$ cat src/rtl/fetch_unit.sv
// fetch_unit: RV32I instruction fetch stage.
// Issues word-aligned fetches on a req/gnt/rvalid port, buffers returned words
// in a DEPTH-entry FIFO and hands {opcode, pc} to the Decoder via valid/ready.
// Redirects flush the FIFO and drop in-flight responses via drop_cnt.
// Optional: define FETCH_MISALIGN_CHECK_EN to add o_fetch_fault and a FAULT
// state entered on a misaligned redirect.
module fetch_unit #(
  parameter logic [31:0] RESET_PC = 32'h8000_0000,
  parameter int unsigned DEPTH    = 2
) (
  input  logic        i_clk,
  input  logic        i_rst_n,
  output logic        o_imem_req,
  output logic [31:0] o_imem_addr,
  input  logic        i_imem_gnt,
  input  logic        i_imem_rvalid,
  input  logic [31:0] i_imem_rdata,
  input  logic        i_redirect,
  input  logic [31:0] i_redirect_addr,
  output logic        o_valid,
  input  logic        i_ready,
  output logic [31:0] o_opcode,
  output logic [31:0] o_pc
`ifdef FETCH_MISALIGN_CHECK_EN
  ,
  output logic        o_fetch_fault
`endif
);
  localparam int unsigned AW  = $clog2(DEPTH);
  localparam int unsigned CW  = AW + 1;
  localparam logic [31:0] NOP = 32'h0000_0013;

`ifdef FETCH_MISALIGN_CHECK_EN
  typedef enum logic [1:0] {S_BOOT, S_RUN, S_FAULT} state_e;
`else
  typedef enum logic [1:0] {S_BOOT, S_RUN} state_e;
`endif

  state_e          state_q, state_d;
  logic [31:0]     pc_q, pc_d, last_pc_q, last_pc_d;
  logic [CW-1:0]   cnt_q, cnt_d, out_q, out_d, drop_q, drop_d;
  logic [AW-1:0]   wr_q, wr_d, rd_q, rd_d, twr_q, twr_d, trd_q, trd_d;
  logic [31:0]     op_mem  [DEPTH];
  logic [31:0]     pcf_mem [DEPTH];
  logic [31:0]     tag_mem [DEPTH];
  logic [CW:0]     inflight;
  logic            pop, push, grant, drop_resp;

  // Handshake, credit and output decode.
  always_comb begin
    o_valid     = (cnt_q != '0) & ~i_redirect;
    pop         = o_valid & i_ready;
    // Entries buffered plus words still owed by memory, net of this cycle's pop.
    inflight    = {1'b0, cnt_q} + {1'b0, out_q} - (CW+1)'(pop);
    o_imem_req  = (state_q == S_RUN) & ~i_redirect & (inflight < (CW+1)'(DEPTH));
    o_imem_addr = pc_q;
    grant       = o_imem_req & i_imem_gnt;
    drop_resp   = i_imem_rvalid & (drop_q != '0);
    push        = i_imem_rvalid & (drop_q == '0) & ~i_redirect;
    o_opcode    = o_valid ? op_mem[rd_q]  : NOP;
    o_pc        = o_valid ? pcf_mem[rd_q] : last_pc_q;
  end

`ifdef FETCH_MISALIGN_CHECK_EN
  assign o_fetch_fault = (state_q == S_FAULT);
`else
  logic unused_addr_lsbs;
  assign unused_addr_lsbs = ^i_redirect_addr[1:0];
`endif

  // Next-state: redirect overrides every other event in its cycle.
  always_comb begin
    state_d   = state_q;
    pc_d      = pc_q;
    cnt_d     = cnt_q;
    out_d     = out_q + CW'(grant) - CW'(i_imem_rvalid);
    drop_d    = drop_q - CW'(drop_resp);
    wr_d      = wr_q;
    rd_d      = rd_q;
    twr_d     = twr_q;
    trd_d     = trd_q;
    last_pc_d = o_pc;
    if (state_q == S_BOOT) state_d = S_RUN;
    if (i_redirect) begin
      pc_d   = {i_redirect_addr[31:2], 2'b00};
      cnt_d  = '0;
      wr_d   = '0;
      rd_d   = '0;
      twr_d  = '0;
      trd_d  = '0;
      // Everything still owed by memory after this cycle is stale.
      drop_d = out_q - CW'(i_imem_rvalid);
`ifdef FETCH_MISALIGN_CHECK_EN
      state_d = (i_redirect_addr[1:0] != 2'b00) ? S_FAULT : S_RUN;
`endif
    end else begin
      if (grant) begin
        pc_d  = pc_q + 32'd4;
        twr_d = twr_q + AW'(1);
      end
      if (push) begin
        wr_d  = wr_q + AW'(1);
        trd_d = trd_q + AW'(1);
      end
      if (pop) rd_d = rd_q + AW'(1);
      cnt_d = cnt_q + CW'(push) - CW'(pop);
    end
  end

  // Control state registers.
  always_ff @(posedge i_clk or negedge i_rst_n) begin
    if (!i_rst_n) begin
      state_q   <= S_BOOT;
      pc_q      <= RESET_PC;
      last_pc_q <= RESET_PC;
      cnt_q     <= '0;
      out_q     <= '0;
      drop_q    <= '0;
      wr_q      <= '0;
      rd_q      <= '0;
      twr_q     <= '0;
      trd_q     <= '0;
    end else begin
      state_q   <= state_d;
      pc_q      <= pc_d;
      last_pc_q <= last_pc_d;
      cnt_q     <= cnt_d;
      out_q     <= out_d;
      drop_q    <= drop_d;
      wr_q      <= wr_d;
      rd_q      <= rd_d;
      twr_q     <= twr_d;
      trd_q     <= trd_d;
    end
  end

  // Data storage: PC tag captured at grant, word+tag written at response.
  always_ff @(posedge i_clk) begin
    if (grant) tag_mem[twr_q] <= pc_q;
    if (push) begin
      op_mem[wr_q]  <= i_imem_rdata;
      pcf_mem[wr_q] <= tag_mem[trd_q];
    end
  end
endmodule

$ cat config.mk
export PLATFORM = sky130hd
export DESIGN_NAME = fetch_unit
export DESIGN_NICKNAME = d
export VERILOG_FILES = /design/src/rtl/fetch_unit.sv
export SDC_FILE = /design/constraint.sdc
export NUM_CORES = 1
export LEC_CHECK = 0
export CAP_MARGIN = 20
export CORE_MARGIN = 4
export CORE_UTILIZATION = 55
export DETAILED_ROUTE_END_ITERATION = 10
export DONT_BUFFER_PORTS = 1
export PLACE_DENSITY = 0.7
export SLEW_MARGIN = 30
export SYNTH_ARGS = -nofsm -noshare
export SYNTH_HDL_FRONTEND = slang
export SYNTH_SLANG_ARGS = --single-unit
$ cat constraint.sdc
create_clock -name i_clk -period 5.3 [get_ports i_clk]
set_clock_uncertainty 0.05 [all_clocks]
set_input_delay 0.795 -clock i_clk [delete_from_list [all_inputs] [get_ports i_clk]]
set_output_delay 0.795 -clock i_clk [all_outputs]
set_load 0.005 [all_outputs]
==> results.toml <==
[status]
status = "complete, no violations"

[routing]
vias_per_cell = 5.81
avgRoutedWirePerCell_um = 19.9
via_count = 5544
first_iter_violations = 337
remaining_drc_errors = 0
drtPass1Iterations = 5
wl_um = 19000
antenna_violating_nets_post_route = 0

[synth]
yosys_most_used_dff = "sky130_fd_sc_hd__edfxtp_1"
synth.yosys.seq_area_share = 0.718
yosys_warnings = 0
async_flop_share = 0.284
average_size_of_a_mapped_cell_sq_um = 14.6
synth.ff_latch_count = 257
synth-edff-count = 184
synth_cell_type_count = 51
post_syn_area_sq_um = 10200
synthesis.instances = 700

[layout]
final_core_util = 0.625
fillerInstances = 1366
total_area_of_sequential_cells_sq_um = 7360
antenna_cells = 0
post_layout_nonfiller_instances = 954
layout-drive-gt1-share = 0.120
layout.cells.most_common = "sky130_fd_sc_hd__edfxtp_1"
multi_input_comb_area_sq_um = 2700
layout_common_cells = "sky130_fd_sc_hd__edfxtp_1 (184), sky130_fd_sc_hd__dfrtp_1 (70), sky130_fd_sc_hd__mux2i_1 (64), sky130_fd_sc_hd__nand2_1 (62), sky130_fd_sc_hd__o21ai_0 (52)"
syn_to_final_growth_pct = 10.7
post-route-cell-area_sq_um = 11300
num-nets-final = 784

[floorplanning]
floorplan.core_area_sq_um = 18100
initial_utilization = 0.564
chipWidth_um = 144
die_y_um = 144
fp-row-count = 49
top_level_ports = 168
die_area_sq_um = 20900

[timing]
layout_setup_ws_ps = 1590
tns_ps = 0
final_hold_violations = 0
timing.max_slew.rel_slack = 0.435
fmaxAchievable_ghz = 0.270
timing.final.max_slew_violations = 0
setup_viol = 0
worstMarginPinSlew_ps = 846
period_needed_ps = 3710
part_of_the_cycle_the_worst_path_needs = 0.700
unrepaired_setup_endpoints_after_global_routing = "no"
hold-worst-slack_ps = 69.5

[placed_design]
hpwl_um = 12300
io_buffer_count = 0
dp_cells = 905
gp_congestion = 0.899
placedInstanceArea_sq_um = 10500
pre_cts_ws_ps = 964

[clock_tree]
clk-insertion-delay-late_ps = 510
largest_buffer_count_on_any_clock_path = 3
path_clk_slew_ps = 60
tritoncts = "yes"
cts.hold.buffers_added = 1
post_cts_buffers = 0
cts-root-buf = "sky130_fd_sc_hd__clkbuf_16"
cts_made_buffers = 26
cts_htree_levels = 1
numClockSinks = 257
post_cts_resize_count = 0

[grt]
gr-total-overflow = 0
grt_use_met1 = 0.250
grt_util_met3 = 0.0562
grt_start_max_net_pins = 92
grt_first_pass_wirelength_um = 29700
global_route.usage.total = 0.180
number_of_antenna_violations_at_the_first_check_in_global_routing = 0
grt_pass1_vias = 5480
most_crowded_layer_after_global_routing = "met2"
grt.met2_usage = 0.282

[power]
net_load_switching_power_mw = 1.38
power.ir.vdd_worst_v = 0.000238
power_density_nw_per_um2 = 458
clockPowerShare = 0.334
leak_nw = 4.01
pwr-share-comb = 0.154
power_frac_seq = 0.512
sw_share = 0.266
internal_power_mw = 3.81
total_power_mw = 5.20

[worst_setup_path]
worst_r2r_endpoint = "tag_mem[0][7]$_DFFE_PP_"
cp_top_family = "simple AND/OR/NAND/NOR gates"
ff2ff_setup_slack_ps = 1590
cp.buffers_inverters = 4
timing.rr.start = "cnt_q[0]$_DFF_PN0_"
worstPathRequired_ps = 5420
peak_per_stage_delay_on_the_critical_path_ps = 530
crit_path_start_kind = "register"
critPathKind = "register to register"
worstPathCellList = "nor2_1 > or2_2 > inv_1 > nand2_1 > nor2_1 > o21ai_0 > fa_1 > xor2_1 > and4_1 > inv_1 > buf_4 > nor2_2 > buf_4"
timing.critical_path.fanout_max = 30
cp_slowest_cell = "sky130_fd_sc_hd__and4_1"
worstRegToRegCells = 13
critical_path_cell_count = 13
worstSetupEndpointType = "register"
timing.critical_path.arrival_ps = 3830

[worst_hold_path]
hold_class = "input pin to async pin"

[run]
max_cap_violations = 0
## cells in the mapped netlist, types with 3 or more instances
library cell | n | share of area
sky130_fd_sc_hd__nand2_1 | 62 | 0.023
sky130_fd_sc_hd__edfxtp_1 | 184 | 0.54
sky130_fd_sc_hd__a21oi_1 | 11 | 0.0054
sky130_fd_sc_hd__xor2_1 | 5 | 0.0043
sky130_fd_sc_hd__nor4_1 | 4 | 0.0024
sky130_fd_sc_hd__a221o_1 | 4 | 0.0039
sky130_fd_sc_hd__and3_1 | 3 | 0.0018
sky130_fd_sc_hd__ha_1 | 8 | 0.0098
sky130_fd_sc_hd__nor3_1 | 3 | 0.0015
sky130_fd_sc_hd__dfrtp_1 | 71 | 0.17
sky130_fd_sc_hd__mux2i_1 | 64 | 0.063
sky130_fd_sc_hd__nor2b_1 | 7 | 0.0043
sky130_fd_sc_hd__o211ai_1 | 4 | 0.0029
sky130_fd_sc_hd__o21ai_0 | 52 | 0.025
sky130_fd_sc_hd__nand4_1 | 11 | 0.0067
sky130_fd_sc_hd__and2_1 | 6 | 0.0037
sky130_fd_sc_hd__mux2_2 | 30 | 0.033
sky130_fd_sc_hd__xnor2_1 | 8 | 0.0068
sky130_fd_sc_hd__inv_1 | 16 | 0.0059
sky130_fd_sc_hd__clkbuf_1 | 17 | 0.0062
sky130_fd_sc_hd__nor2_1 | 51 | 0.019
sky130_fd_sc_hd__buf_1 | 10 | 0.0037
sky130_fd_sc_hd__or3_1 | 3 | 0.0018
sky130_fd_sc_hd__nand3_1 | 15 | 0.0073
sky130_fd_sc_hd__o311ai_0 | 9 | 0.0077
sky130_fd_sc_hd__buf_2 | 5 | 0.0024
## routing by layer
layer / part of all wire / vias to the layer above
li1: - / 2611
met1: 0.43 / 2688
met2: 0.46 / 222
met3: 0.10 / 23
met4: 0.014 / 0
met5: 0 / -
## worst max path at each step
stage                                  endpoint                from
floorplan              tag_mem[0][10]$_DFFE_PP_          i_redirect
global placement    o_imem_addr[14]$_DFFE_PN0P_          i_redirect
detailed placement  o_imem_addr[16]$_DFFE_PN0P_          i_redirect
CTS                 o_imem_addr[16]$_DFFE_PN0P_  cnt_q[0]$_DFF_PN0_
global route           tag_mem[0][21]$_DFFE_PP_  cnt_q[0]$_DFF_PN0_
finish                  tag_mem[0][7]$_DFFE_PP_  cnt_q[0]$_DFF_PN0_
## power groups by stage
stage          combinational, mW  sequential (mW)  clock [mW]
6_report                   0.798             2.66        1.74
5_1_grt                    0.904             2.69        1.88
4_1_cts                    0.817             2.66        1.78
3_5_place_dp               0.798             2.70           0
3_3_place_gp               0.766             2.68           0
2_1_floorplan              0.628             2.63           0
## worst reg2reg max path, cell delays in order (launching register included)
cell and delay, ps:
sky130_fd_sc_hd__dfrtp_1 370, sky130_fd_sc_hd__nor2_1 40, sky130_fd_sc_hd__or2_2 280, sky130_fd_sc_hd__inv_1 190
sky130_fd_sc_hd__nand2_1 150, sky130_fd_sc_hd__nor2_1 180, sky130_fd_sc_hd__o21ai_0 140, sky130_fd_sc_hd__fa_1 390
sky130_fd_sc_hd__xor2_1 170, sky130_fd_sc_hd__and4_1 530, sky130_fd_sc_hd__inv_1 120, sky130_fd_sc_hd__buf_4 250
sky130_fd_sc_hd__nor2_2 130, sky130_fd_sc_hd__buf_4 370
## flip-flops by register name (all words and copies together), names as in the netlist, 2 cells and up
name and cells:
cnt_q 2, drop_q 2, last_pc_q 32, o_imem_addr 30, op_mem 64, out_q 2
pcf_mem 60, tag_mem 60
## logic make-up after synthesis
family | share of synthesized area
flops | 0.718
xor+xnor | 0.0111
buf+inv | 0.0197
mux | 0.0956
compound gates | 0.0572
simple gates | 0.0854
other cells | 0.000734
fa+ha+maj | 0.0117
## layout make-up
class,instances,area share
multi-input combinational,394,0.239
clock buffer,45,0.0720
sequential,257,0.649
inverter,16,0.00530
timing repair buffer,10,0.00839
clock inverter,3,0.00121
tap,229,0.0253
(Power assumes the default switching activity.)
